File: src/rtl/mem_access_arbiter.sv
// Two-client round-robin controller for the single-port Memory block; all outputs registered.
// Define MEMARB_FIXED_PRIORITY_EN to make client 0 always win contention.
module mem_access_arbiter #(
    parameter int ADDR_W  = 11,
    parameter int WDATA_W = 11,
    parameter int RDATA_W = 12,
    parameter int DEPTH   = 101
) (
    input  logic               MCLK,
    input  logic               RST_N,
    input  logic               REQ0,
    input  logic               REQ1,
    input  logic               WE0,
    input  logic               WE1,
    input  logic [ADDR_W-1:0]  ADDR0,
    input  logic [ADDR_W-1:0]  ADDR1,
    input  logic [WDATA_W-1:0] WDATA0,
    input  logic [WDATA_W-1:0] WDATA1,
    output logic               GNT0,
    output logic               GNT1,
    output logic               RVALID0,
    output logic               RVALID1,
    output logic               ERR0,
    output logic               ERR1,
    output logic [RDATA_W-1:0] RDATA,
    output logic               BUSY,
    output logic               MemWriteEn,
    output logic               MemReadEn,
    output logic [ADDR_W-1:0]  MemWAddress,
    output logic [ADDR_W-1:0]  MemRAddress,
    output logic [WDATA_W-1:0] MemInData,
    input  logic [RDATA_W-1:0] MemOutData
);

    typedef enum logic [1:0] {IDLE, ISSUE, RDWAIT} state_t;

    typedef struct packed {
        logic               id;
        logic               we;
        logic [ADDR_W-1:0]  addr;
        logic [WDATA_W-1:0] wdata;
    } req_t;

    state_t state, state_nx;
    req_t   cur, cur_nx;
    logic   last, last_nx;      // client granted most recently
    logic   win;

    logic [1:0]         gnt_q, gnt_nx, err_q, err_nx, rv_q, rv_nx;
    logic [RDATA_W-1:0] rdata_nx;
    logic               busy_nx, wen_nx, ren_nx;
    logic [ADDR_W-1:0]  waddr_nx, raddr_nx;
    logic [WDATA_W-1:0] wdat_nx;

    function automatic logic in_range(input logic [ADDR_W-1:0] a);
        return a < ADDR_W'(DEPTH);
    endfunction

`ifdef MEMARB_FIXED_PRIORITY_EN
    assign win = !REQ0;
`else
    assign win = (REQ0 && REQ1) ? !last : !REQ0;
`endif

    always_comb begin
        state_nx = state;
        cur_nx   = cur;
        last_nx  = last;
        gnt_nx   = '0;
        err_nx   = '0;
        rv_nx    = '0;
        rdata_nx = RDATA;
        wen_nx   = 1'b0;
        ren_nx   = 1'b0;
        waddr_nx = MemWAddress;
        raddr_nx = MemRAddress;
        wdat_nx  = MemInData;
        unique case (state)
            IDLE: begin
                if (REQ0 || REQ1) begin
                    cur_nx.id    = win;
                    cur_nx.we    = win ? WE1 : WE0;
                    cur_nx.addr  = win ? ADDR1 : ADDR0;
                    cur_nx.wdata = win ? WDATA1 : WDATA0;
                    last_nx      = win;
                    gnt_nx[win]  = 1'b1;
                    state_nx     = ISSUE;
                    // Enables are decided here so they appear in the ISSUE cycle itself
                    if (!in_range(cur_nx.addr)) begin
                        err_nx[win] = 1'b1;
                    end else if (cur_nx.we) begin
                        wen_nx   = 1'b1;
                        waddr_nx = cur_nx.addr;
                        wdat_nx  = cur_nx.wdata;
                    end else begin
                        ren_nx   = 1'b1;
                        raddr_nx = cur_nx.addr;
                    end
                end
            end
            ISSUE: begin
                state_nx = IDLE;
                if (!cur.we) begin
                    if (in_range(cur.addr)) begin
                        state_nx = RDWAIT;
                    end else begin
                        rv_nx[cur.id] = 1'b1;
                        rdata_nx      = '0;
                    end
                end
            end
            RDWAIT: begin
                rdata_nx      = MemOutData;
                rv_nx[cur.id] = 1'b1;
                state_nx      = IDLE;
            end
            default: state_nx = IDLE;
        endcase
        busy_nx = (state_nx != IDLE);
    end

    always_ff @(posedge MCLK or negedge RST_N) begin
        if (!RST_N) begin
            state       <= IDLE;
            cur         <= '0;
            last        <= 1'b1;
            gnt_q       <= '0;
            err_q       <= '0;
            rv_q        <= '0;
            RDATA       <= '0;
            BUSY        <= 1'b0;
            MemWriteEn  <= 1'b0;
            MemReadEn   <= 1'b0;
            MemWAddress <= '0;
            MemRAddress <= '0;
            MemInData   <= '0;
        end else begin
            state       <= state_nx;
            cur         <= cur_nx;
            last        <= last_nx;
            gnt_q       <= gnt_nx;
            err_q       <= err_nx;
            rv_q        <= rv_nx;
            RDATA       <= rdata_nx;
            BUSY        <= busy_nx;
            MemWriteEn  <= wen_nx;
            MemReadEn   <= ren_nx;
            MemWAddress <= waddr_nx;
            MemRAddress <= raddr_nx;
            MemInData   <= wdat_nx;
        end
    end

    assign GNT0    = gnt_q[0];
    assign GNT1    = gnt_q[1];
    assign ERR0    = err_q[0];
    assign ERR1    = err_q[1];
    assign RVALID0 = rv_q[0];
    assign RVALID1 = rv_q[1];

endmodule

File: config.mk
export PLATFORM = sky130hd
export DESIGN_NAME = mem_access_arbiter
export DESIGN_NICKNAME = d
export VERILOG_FILES = /design/src/rtl/mem_access_arbiter.sv
export SDC_FILE = /design/constraint.sdc
export NUM_CORES = 1
export LEC_CHECK = 0
export BUFFER_PORTS_ARGS = -buffer_cell sky130_fd_sc_hd__buf_2
export CELL_PAD_IN_SITES_DETAIL_PLACEMENT = 1
export CELL_PAD_IN_SITES_GLOBAL_PLACEMENT = 1
export CORE_MARGIN = 2
export CORE_UTILIZATION = 39
export CTS_BUF_LIST = sky130_fd_sc_hd__clkbuf_4 sky130_fd_sc_hd__clkbuf_8
export CTS_CLUSTER_SIZE = 8
export DETAILED_ROUTE_END_ITERATION = 6
export PLACE_DENSITY_LB_ADDON = 0.12
export SLEW_MARGIN = 20
export SYNTH_ARGS = -nofsm -noshare
export SYNTH_HDL_FRONTEND = slang
export SYNTH_SLANG_ARGS = --single-unit
File: constraint.sdc
create_clock -name MCLK -period 2.86 [get_ports MCLK]
set_clock_uncertainty 0.15 [all_clocks]
set_input_delay 0.429 -clock MCLK [delete_from_list [all_inputs] [get_ports MCLK]]
set_output_delay 0.429 -clock MCLK [all_outputs]
set_load 0.02 [all_outputs]
==> results of run 1 <==
-- metrics by stage --
step,hold slack [ps],instance area (sq um)
2_1_floorplan,-16.6,3050
3_3_place_gp,304,3720
3_5_place_dp,315,3720
4_1_cts,98.2,3940
5_1_grt,122,3950
6_report,42.2,3950
-- final cells by class --
| cell class | instances | area, sq um |
|---|---|---|
| tap | 102 | 128 |
| multi-input combinational | 147 | 1230 |
| inverter | 7 | 26.3 |
| clock inverter | 6 | 86.3 |
| sequential | 70 | 1750 |
| timing repair buffer | 118 | 601 |
| fill | 857 | 3700 |
| clock buffer | 10 | 131 |
-- worst max-delay path: stages (launching register included) --
cell and delay [ps]:
dfrtp_1 410, inv_1 90, ha_1 300, nand2_1 100, a21oi_1 60, and2_1 220
a22oi_2 540, mux2_2 410
-- cells in the final DEF (no fill, tap or decap), drive strengths merged --
cell        n
nand2b      1
nor2b       3
nor4        2
clkinv      3
nor3b       1
o311ai      1
a22o       12
inv         7
o2111ai     1
clkinvlp    1
dfstp       1
and2        9
a31oi       2
and3        1
bufinv      2
clkbuf     10
o41ai       1
or4         1
buf       118
mux2i       5
a22oi       1
o31a        1
o211ai      2
o21ai       9
dfrtp      69
a21oi       3
a32oi       1
nand2      33
mux2       43
o32ai       1
nor2        8
ha          3
o21a        2
-- sequential cells by signal, summed over array words and instances (netlist names) --
| signal | cells |
|---|---|
| BUSY | 1 |
| MemInData | 11 |
| MemRAddress | 11 |
| MemReadEn | 1 |
| MemWAddress | 11 |
| MemWriteEn | 1 |
| RDATA | 12 |
| cur | 13 |
| err_q | 2 |
| gnt_q | 2 |
| last | 1 |
| rv_q | 2 |
| state | 2 |
-- routing by layer --
layer / share of wire (%) / up-vias / GRT usage [%]
li1: - / 1057 / -
met1: 46 / 1087 / 25.1
met2: 46 / 84 / 29.4
met3: 7.1 / 10 / 5.37
met4: 1.6 / 0 / 8.21
met5: 0 / - / 0
-- power by group --
part	leakage [nW]	total (mW)	internal (mW)	switching, mW
Clock	0.110	0.879	0.499	0.380
Combinational	1.13	1.43	0.595	0.832
Sequential	0.922	1.54	1.35	0.194
-- cell families (layout without fill, tap and decap cells) --
group,Yosys count,in the layout
AOI/OAI and AO/OA,37,37
adders and majority gates,3,3
buffers and inverters,17,141
DFF,70,70
muxes,48,48
and+or+nand+nor,59,59
-- final timing paths --
path | startpoint | endpoint | slack (ps) | depth (start not counted)
hold reg to reg | MemWAddress[7] | MemWAddress[7] | 330 | 1
setup / recovery | state[0] | MemRAddress[0] | 470 | 7
hold / removal | RST_N | state[0] | 40 | 1
setup reg to reg | state[0] | MemRAddress[0] | 470 | 7
min in group MCLK | MemOutData[4] | RDATA[4] | 160 | 2
max in group asynchronous | RST_N | MemInData[6] | 1930 | 1
==> impl_metrics.csv, run 1 <==
group,metric,value,unit
routing,dr.pass1.iters,4,
setup_path,cp.required,2940,ps
floorplanning,num_io_pins,116,
synth,async_reset_ff_share,100,%
clock_tree,clkSinkCount,70,
routing,finalWirelength,7360,um
synth,synth_fa_ha_area_share,1.23,%
routing,num_vias,2238,
synth,synthCells,234,
clock_tree,cts_tree,"done",
synth,synth_compound_area_share,10.2,%
synth,synth_simple_gate_area_share,8.94,%
final_layout,drive_gt1_share,50.6,%
run,cap_viol_max_count,0,
sta,setup_tns,0,ps
synth,synth_seq_cells,70,
place,pre_cts_ws,450,ps
sta,finalHoldViolCount,0,
sta,rsz0062_at_grt,"false",
place,gp_congestion,0.782,
synth,synth_flop_cell,"dfrtp_1",
floorplanning,core_area,7650,sq um
setup_path,startpoint_type,"flop",
floorplanning,start_util,39.9,%
routing,postRouteAntennaNets,0,
synth,syn-num-nets,299,
clock_tree,numCtsBuffers,9,
setup_path,cp_data_arrival_time,2470,ps
status,outcome,"complete, no violations",
synth,yosysSeqAreaShare,57.5,%
power_and_ir_drop,power.leakage,2.17,nW
synth,synthMuxAreaShare,19.4,%
final_layout,final_cells,460,
clock_tree,cts_buffer_depth,2,
clock_tree,postCtsSetupBuffers,0,
sta,slew_violations,0,
sta,period_minus_slack,2390,ps
routing,viasPerCell,4.87,
sta,finalSetupViolCount,0,
setup_path,crit_fanout,12,
worst_hold_path,hold_path.class,"in -> async",
power_and_ir_drop,p_total,3.85,mW
grt,gr-total-overflow,0,
routing,drt_iter0_markers,66,
synth,yosysWarnings,0,
grt,grt_usage,19.0,%
synth,synth_top_family_by_area,"multiplexers",
sta,worst_slew_pin_slew,881,ps
grt,grt_pass1_wl,12500,um
place,post-dp-hpwl,5230,um
power_and_ir_drop,power.density,974,nW/um^2
routing,post_drt_wl_per_cell,16.0,um
clock_tree,cts_resized,0,
setup_path,cp-end-kind,"flop",
synth,synth_common_cells,"69 x dfrtp_1, 33 x nand2_1, 23 x mux2_2",
synth,synth-edff-count,0,
grt,grt_max_degree,71,
clock_tree,cts_root_buf,"clkbuf_8",
sta,maxSlewHeadroom,41.3,%
synth,synth.most_common_cell,"dfrtp_1",
clock_tree,htree_num_levels,3,
final_layout,fin_nets,418,
synth,synth_area_leader_cell,"dfrtp_1",
floorplanning,die_h,92.4,um
synth,syn_avg_cell_area,13.0,sq um
sta,timing.fmax,0.418,GHz
routing,drcViolationCount,0,
synth,syn_area,3050,sq um
sta,finalCritPeriodShare,83.6,%
clock_tree,clk_pin_slew,70,ps
synth,synth_xor_area_share,0,%
final_layout,area_growth,29.5,%
grt,grt_pass1_vias,2479,
synth,synth_top_area_share,56.6,%
place,dp.cells,444,
clock_tree,cts_hold_buf,0,
clock_tree,clk_latency,340,ps
final_layout,final_core_util,51.7,%
place,numPortBuffers,115,
final_layout,antenna_cells,0,
grt,antenna_found_initial,0,
synth,synth_cell_type_count,36,
floorplanning,rows,32,
setup_path,path_class,"reg -> reg",
power_and_ir_drop,peakVddDrop,329,uV
sta,worst_slack,468,ps
synth,yosys-top-cells-area,"dfrtp_1 57%, mux2_2 8.5%, mux2_4 7.4%",
floorplanning,die_w,92.4,um
floorplanning,die_area,8550,sq um
Power figures use the tool's default switching activity.
==> run 2, diff against run 1 <==
==> constraint.sdc (replaced) <==
create_clock -name MCLK -period 2.3 [get_ports MCLK]
set_clock_uncertainty 0.15 [all_clocks]
set_input_delay 0.345 -clock MCLK [delete_from_list [all_inputs] [get_ports MCLK]]
set_output_delay 0.345 -clock MCLK [all_outputs]
set_load 0.02 [all_outputs]
==> run 2 against run 1 <==
  * Non-clock buffer count grew 7
  * Count of clock-buffer cells in the layout shrank 1
  * Global-route usage shrank 0.46 points
  * Combinational power grew 26%
  * Worst hold slack improved by 34 ps
  * Sequential power grew 25%
  * Power up 23%
  * Wire length shrank 0.64%
  * First-iteration DRC count decreased by 36%
==> impl_metrics.csv, run 2 (synthesis results as in run 1) <==
group,metric,value,unit
routing,viasPerCell,4.87,
setup_path,ff2ff_setup_slack,110,ps
sta,timing.fmax,0.458,GHz
clock_tree,clkSinkCount,70,
routing,finalWirelength,7310,um
final_layout,seq_area,1750,sq um
floorplanning,num_io_pins,116,
place,pre_cts_ws,135,ps
final_layout,antenna_cells,0,
setup_path,path_class,"reg -> reg",
floorplanning,die_h,92.4,um
sta,period_minus_slack,2190,ps
final_layout,regMostFlops,"cur",
grt,grt_pass1_vias,2430,
floorplanning,rows,32,
clock_tree,clk_latency,340,ps
final_layout,fin_nets,425,
routing,postRouteAntennaNets,0,
power_and_ir_drop,p_total,4.72,mW
sta,slew_violations,0,
sta,setup_tns,0,ps
setup_path,startpoint_type,"flop",
final_layout,multi_input_area,1230,sq um
sta,finalHoldViolCount,0,
final_layout,drive_gt1_share,51.2,%
floorplanning,die_area,8550,sq um
place,numPortBuffers,115,
grt,grt_max_degree,35,
routing,drcViolationCount,0,
grt,gr-total-overflow,0,
clock_tree,cts_buffer_depth,2,
clock_tree,numCtsBuffers,9,
routing,drt_iter0_markers,42,
clock_tree,cts_tree,"done",
setup_path,cp-end-kind,"flop",
routing,num_vias,2273,
power_and_ir_drop,power.density,1170,nW/um^2
sta,worst_slew_pin_slew,633,ps
worst_hold_path,hold_path.class,"in -> reg",
routing,post_drt_wl_per_cell,15.7,um
setup_path,worstPathCellList,"inv_1, ha_1, nand2_1, a21oi_1, and2_1, a32oi_4, buf_12, mux2_2",
grt,grt_pass1_wl,12400,um
final_layout,layout_commonest_cell,"buf_2",
final_layout,layout_common_cells,"114 x buf_2, 69 x dfrtp_1, 33 x nand2_1, 23 x mux2_2, 15 x mux2_4",
sta,finalCritPeriodShare,95.0,%
power_and_ir_drop,power.leakage,2.20,nW
setup_path,crit_slowest_cell,"dfrtp_1",
power_and_ir_drop,peakVddDrop,387,uV
floorplanning,die_w,92.4,um
sta,rsz0062_at_grt,"false",
place,gp_congestion,0.760,
final_layout,fill_cells,856,
final_layout,largest_register_ffs,13,
status,outcome,"complete, no violations",
sta,maxSlewHeadroom,57.3,%
clock_tree,cts_root_buf,"clkbuf_8",
floorplanning,start_util,39.9,%
sta,worst_slack,115,ps
place,post-dp-hpwl,5510,um
final_layout,reg_top3,"cur x13, RDATA x12",
floorplanning,core_area,7650,sq um
clock_tree,clk_pin_slew,80,ps
routing,dr.pass1.iters,5,
clock_tree,postCtsSetupBuffers,0,
clock_tree,htree_num_levels,3,
grt,antenna_found_initial,0,
setup_path,cp.required,2380,ps
run,cap_viol_max_count,0,
sta,finalSetupViolCount,0,
setup_path,crit_fanout,20,
setup_path,critical-path-max-stage-delay,420,ps
setup_path,cp_data_arrival_time,2260,ps
final_layout,area_growth,31.9,%
grt,grt_usage,18.6,%
run 2: layout make-up:
cell class,instances,area share (%)
clock inverters,7,1.80
well taps,102,3.17
flip-flops and latches,70,43.6
multi-input cells,147,30.5
repair buffers,125,17.2
inverters,7,0.653
clock buffers,9,3.08
run 2: worst max-delay path: cells and delay by family, from the launching register on:
kind            cells  cell delay, ps
compound gates      2             270
fa+ha+maj           1             260
buf+inv             2             310
flops               1             420
mux                 1             360
simple gates        2             290
run 2: layer usage:
metal,wire length [um],GRT usage (%),up-vias
met2,3540,29.7,75
met1,3160,24.0,1122
met3,543,5.53,8
met5,0,0,-
met4,69,6.84,0
li1,-,-,1068
run 2: final timing paths:
check,start,endpoint,depth (start not counted)
worst max-delay path,state[0],MemInData[2],8
max in group asynchronous,RST_N,MemRAddress[1],3
min in group asynchronous,RST_N,cur[20],2
worst max register to register,state[0],MemInData[2],8
worst min-delay path,MemOutData[8],RDATA[8],2
worst min register to register,MemRAddress[9],MemRAddress[9],1
run 2: power by group:
group          switching [mW]  internal (mW)
registers               0.248           1.68
clock network           0.499          0.504
logic                    1.03          0.770
total                    1.77           2.95
run 2: per-stage QoR:
step                      hold slack [ps]  util (%)  std cells  instance area [sq um]
after floorplan                      -101         -        234                   3050
after global placement                166      49.8        450                   3810
after detailed placement              171      49.8        450                   3810
after CTS                            60.8      52.5        467                   4010
after global routing                 59.2      52.6        467                   4020
final                                76.0      52.6        467                   4020
run 2: timing repair:
action | in CTS | in global routing
endpoints found under the setup margin | 0 | 0
gates resized for setup | 0 | 0
endpoints found under the hold margin | 31 | 0
hold buffers | 1 | 0
